**src/rtl/regfile_pkg.sv**
```systemverilog
// regfile_pkg: register file widths and types shared by the register file, its write arbiter and the core writeback stages
package regfile_pkg;
    localparam int REG_ADDR_WIDTH = 5;
    localparam int REG_DATA_WIDTH = 32;
    localparam logic [REG_ADDR_WIDTH-1:0] REG_ZERO = 5'd0;
    typedef logic [REG_ADDR_WIDTH-1:0] reg_addr_t;
    typedef logic [REG_DATA_WIDTH-1:0] reg_data_t;
endpackage

```
**src/rtl/regfile_write_arbiter_rr_priority_select.sv**
```systemverilog
// rr_priority_select: first asserted request at or after ptr, searching upward with wrap-around
module rr_priority_select #(
    parameter int CORES = 4,
    localparam int IDW = (CORES > 1) ? $clog2(CORES) : 1
) (
    input  logic [CORES-1:0] req,
    input  logic [IDW-1:0]   ptr,
    output logic             valid,
    output logic [IDW-1:0]   idx
);
    localparam logic [IDW:0] L_CORES = (IDW+1)'(CORES);
    logic [CORES-1:0] w_rot;
    logic [IDW-1:0]   w_off;
    logic [IDW:0]     w_sum;
    assign w_rot = CORES'({req, req} >> ptr);
    always_comb begin
        w_off = '0;
        for (int i = CORES - 1; i >= 0; i--) w_off = w_rot[i] ? i[IDW-1:0] : w_off;
    end
    assign w_sum = {1'b0, ptr} + {1'b0, w_off};
    assign valid = |req;
    assign idx   = IDW'(w_sum >= L_CORES ? w_sum - L_CORES : w_sum);
endmodule

```
**src/rtl/regfile_write_arbiter.sv**
```systemverilog
// regfile_write_arbiter: round-robin sharing of the register file write port with a registered output stage and ack mask
module regfile_write_arbiter
    import regfile_pkg::*;
#(
    parameter int CORES      = 4,
    parameter int ADDR_WIDTH = REG_ADDR_WIDTH,
    parameter int DATA_WIDTH = REG_DATA_WIDTH,
    localparam int IDW = (CORES > 1) ? $clog2(CORES) : 1
) (
    input  logic                        clk,
    input  logic                        reset,
    input  logic [CORES-1:0]            req,
    input  logic [CORES*ADDR_WIDTH-1:0] req_addr,
    input  logic [CORES*DATA_WIDTH-1:0] req_data,
    output logic [CORES-1:0]            ack,
    output logic                        write_enable,
    output logic [ADDR_WIDTH-1:0]       write_address,
    output logic [DATA_WIDTH-1:0]       write_data,
    output logic [IDW-1:0]              grant_id
);
    logic [IDW-1:0]        r_ptr, r_gid, w_gid, w_nxt;
    logic [CORES-1:0]      r_ack, w_req;
    logic                  r_we, w_valid;
    logic [ADDR_WIDTH-1:0] r_addr, w_addr;
    logic [DATA_WIDTH-1:0] r_data, w_data;
    // a core acked this cycle has not yet seen its ack, so its request is stale
    assign w_req = req & ~r_ack;
    rr_priority_select #(.CORES(CORES)) u_sel (
        .req   (w_req),
        .ptr   (r_ptr),
        .valid (w_valid),
        .idx   (w_gid)
    );
    assign w_addr = req_addr[w_gid*ADDR_WIDTH +: ADDR_WIDTH];
    assign w_data = req_data[w_gid*DATA_WIDTH +: DATA_WIDTH];
    assign w_nxt  = (w_gid == IDW'(CORES - 1)) ? '0 : w_gid + 1'b1;
    always_ff @(posedge clk) begin
        if (reset) begin
            r_ptr  <= '0;
            r_ack  <= '0;
            r_we   <= 1'b0;
            r_addr <= '0;
            r_data <= '0;
            r_gid  <= '0;
        end else begin
            r_ack <= w_valid ? CORES'(1) << w_gid : '0;
            r_we  <= w_valid && (w_addr != ADDR_WIDTH'(REG_ZERO));
            if (w_valid) begin
                r_ptr  <= w_nxt;
                r_addr <= w_addr;
                r_data <= w_data;
                r_gid  <= w_gid;
            end
        end
    end
    assign ack           = r_ack;
    assign write_enable  = r_we;
    assign write_address = r_addr;
    assign write_data    = r_data;
    assign grant_id      = r_gid;
endmodule

```
**config.mk**
```make
export PLATFORM = sky130hd
export DESIGN_NAME = regfile_write_arbiter
export DESIGN_NICKNAME = d
export VERILOG_FILES = /design/src/rtl/regfile_pkg.sv /design/src/rtl/regfile_write_arbiter_rr_priority_select.sv /design/src/rtl/regfile_write_arbiter.sv
export SDC_FILE = /design/constraint.sdc
export NUM_CORES = 1
export LEC_CHECK = 0
export CAP_MARGIN = 15
export CORE_MARGIN = 4
export CORE_UTILIZATION = 34
export DETAILED_ROUTE_END_ITERATION = 10
export PLACE_DENSITY_LB_ADDON = 0.15
export SYNTH_ARGS = -nofsm -noshare
export SYNTH_HDL_FRONTEND = slang
export SYNTH_SLANG_ARGS = --single-unit
```
**constraint.sdc**
```tcl
create_clock -name clk -period 4.1 [get_ports clk]
set_input_delay 0.41 -clock clk [delete_from_list [all_inputs] [get_ports clk]]
set_output_delay 0.41 -clock clk [all_outputs]
set_load 0.03 [all_outputs]
```
==> flow_metrics.tcl <==
set metrics [dict create \
    synth_flop_cell "dfxtp_1" \
    worstMarginPinSlew_ns 0.836 \
    end_kind "flip-flop" \
    rsz0062_at_grt "false" \
    vias 2758 \
    max_freq_mhz 299 \
    drc 0 \
    powerDensity_mw_per_mm2 773 \
    grt_overflow_total 0 \
    ioPinCount 198 \
    vdd.ir_drop.worst_v 0.000379 \
    die_area_mm2 0.00915 \
    crit_path_max_fanout 15 \
    portBuffers 197 \
    yosys-top-cells-area "dfxtp_1 35%, mux4_2 31%, nand2_1 11%" \
    netlist_area_mm2 0.00261 \
    outcome "finished, final reports clean" \
    maxCapViolCount 0 \
    cts_resized 0 \
    die_y_um 95.7 \
    hold_path_class "flip-flop to flip-flop" \
    synth_warnings 0 \
    htreeDepth 2 \
    synth_area_leader_cell "dfxtp_1" \
    clk_latency_ns 0.29 \
    n_antenna_cell 0 \
    tns_ns 0 \
    nNetsFinal 605 \
    skew_ns 0.00618 \
    grt_pass1_vias 2938 \
    placed_area_mm2 0.00467 \
    syn_area_per_cell_um2 9.94 \
    antenna_found_initial 0 \
    synth_top_cell_area_share_pct 35.2 \
    crit_required_ns 4.29 \
    multi_input_area_mm2 0.00161 \
    p_leak_nw 1.77 \
    cts_buffer_depth 2 \
    cp-start-kind "primary input" \
    gp_congestion 0.875 \
    max_slew_margin_pct 44.1 \
    finalMaxSlewViolations 0 \
    finalSetupViolCount 0 \
    die_w_um 95.7 \
    row_count 31 \
    routedWlPerCell_um 16.8 \
    drive_gt1_share_pct 12.0 \
    final-seq-area_um2 921 \
    first_pass_iters 4 \
    drt-vias-per-instance 5.03 \
    arrival_ns 3.53 \
    power_mw 3.67 \
    synth_seq_cells 46 \
    stdcell_area_mm2 0.00475 \
    hold_viol_final 0 \
    clkSinkCount 46 \
    worstSetupPathType "primary input to flip-flop" \
    clk_pin_slew_ns 0.07 \
    grt_util_all_layers_pct 20.2 \
    fill_cells 621 \
    synth_edf_count 0 \
    drtAntennaViolNets 0 \
    fin_crit_sh_pct 81.5 \
    post-route-min-period_ns 3.34 \
    cts_setup_buffers 0 \
    cts_buffers 5 \
    grt_pass1_wl_um 14100 \
    holdBufCountCts 0 \
    routed_wl_um 9180 \
    syn2layout_area_growth_pct 81.7 \
    ys_types 29 \
    first_iter_violations 44 \
    ys_seq_area_share_pct 35.2 \
    cts_tree "yes" \
    core_area_mm2 0.00737 \
    grt_max_degree 44 \
    synthCells 263 \
    cts_root_buf "clkbuf_8" \
    initial_utilization_pct 35.5 \
    syn-num-nets 418 \
    synthArstFlopShare_pct 0 \
    hpwlAfterDp_um 7320 \
]
-- per-layer routing --
layer	routed length, µm	vias to the layer above	track usage, %
met5	0	-	0
met4	101	0	4.74
met3	1070	9	8.29
met2	4880	125	39.5
met1	3130	1303	19.4
li1	-	1321	-
-- registers in the layout, indices dropped and copies added (netlist names) --
name,count
write_data,32
write_address,5
ack,4
grant_id,2
r_ptr,2
write_enable,1
-- logic make-up after synthesis --
| kind of cell | count (synthesis) | share of synthesized area (%) |
|---|---|---|
| and+or+nand+nor | 102 | 16.5 |
| AOI/OAI and AO/OA | 51 | 10.4 |
| DFF | 46 | 35.2 |
| muxes | 37 | 32.0 |
| buffers and inverters | 23 | 3.93 |
| xor gates and xnor gates | 2 | 0.958 |
| adders and majority gates | 2 | 0.909 |
-- synth_stat cells, types with 2 or more instances --
| cell | instances |
|---|---|
| nand2_1 | 79 |
| dfxtp_1 | 46 |
| a21oi_1 | 40 |
| mux4_2 | 36 |
| clkbuf_1 | 13 |
| nor2_1 | 7 |
| o21ai_0 | 5 |
| buf_2 | 4 |
| nand2b_1 | 4 |
| buf_1 | 3 |
| buf_4 | 3 |
| nor2b_1 | 3 |
| a211oi_1 | 2 |
| nor3_1 | 2 |
| o21a_1 | 2 |
-- power breakdown --
part | switching (mW) | leakage (nW) | internal, mW | total, mW
sequential | 0.102 | 0.382 | 0.633 | 0.736
clock | 0.139 | 0.0431 | 0.130 | 0.270
combinational | 1.27 | 1.34 | 1.39 | 2.67
total | 1.52 | 1.77 | 2.16 | 3.67
-- through the flow --
stage | hold WS, ns | worst slack, ns | utilization (%) | cells
after detailed placement | 0.445 | 0.448 | 63.3 | 542
after global placement | 0.437 | 0.567 | 63.3 | 542
after floorplan | 0.505 | 0.787 | - | 263
after global routing | 0.468 | 0.548 | 64.4 | 548
final | 0.452 | 0.757 | 64.4 | 548
after CTS | 0.455 | 0.746 | 64.4 | 548
-- critical path, cell delays in order --
cell	delay, ns
clkdlybuf4s50_1	0.47
nor2b_1	0.24
nand2_1	0.12
o21ai_0	0.12
o21ai_0	0.11
o21ai_0	0.08
a32o_1	0.19
ha_2	0.24
xor2_4	0.45
mux4_1	0.39
or4_1	0.53
o21a_1	0.18
-- final timing paths --
check / startpoint / slack, ns / endpoint / cells after the start
max reg2reg: r_ptr[0] / 0.86 / write_enable / 9
min: write_data[11] / 0.45 / write_data[11] / 2
min reg2reg: write_data[11] / 0.45 / write_data[11] / 2
max: req[2] / 0.76 / write_enable / 12
-- cells in the final DEF, fill, tap and decap left out --
cell | synthesis | layout
o21ai_0 | 5 | 5
mux4_1 | 1 | 1
maj3_2 | 1 | 1
xor2_4 | 0 | 1
nand4_1 | 1 | 1
buf_4 | 3 | 6
buf_2 | 4 | 1
nor2_1 | 7 | 7
clkbuf_8 | 0 | 6
a21oi_1 | 40 | 40
clkdlybuf4s50_1 | 0 | 196
nor2b_1 | 3 | 3
and3b_1 | 1 | 1
nor4_1 | 1 | 1
xnor2_1 | 1 | 1
mux4_2 | 36 | 36
ha_2 | 0 | 1
and3_1 | 1 | 1
a211oi_1 | 2 | 2
dfxtp_1 | 46 | 46
o211ai_1 | 1 | 1
o21a_1 | 2 | 2
nor3_2 | 0 | 1
nand2b_1 | 4 | 4
or4_1 | 1 | 1
nor3b_2 | 1 | 1
nand3b_1 | 1 | 1
nand2_1 | 79 | 79
nor3_1 | 2 | 1
a32o_1 | 1 | 1
-- cell type report --
class | instances | area share, %
timing repair buffer | 203 | 42.4
tap | 99 | 2.61
multi-input combinational | 194 | 33.9
clock buffer | 6 | 1.74
sequential | 46 | 19.4
No activity file was read; power rests on OpenSTA's default activity.
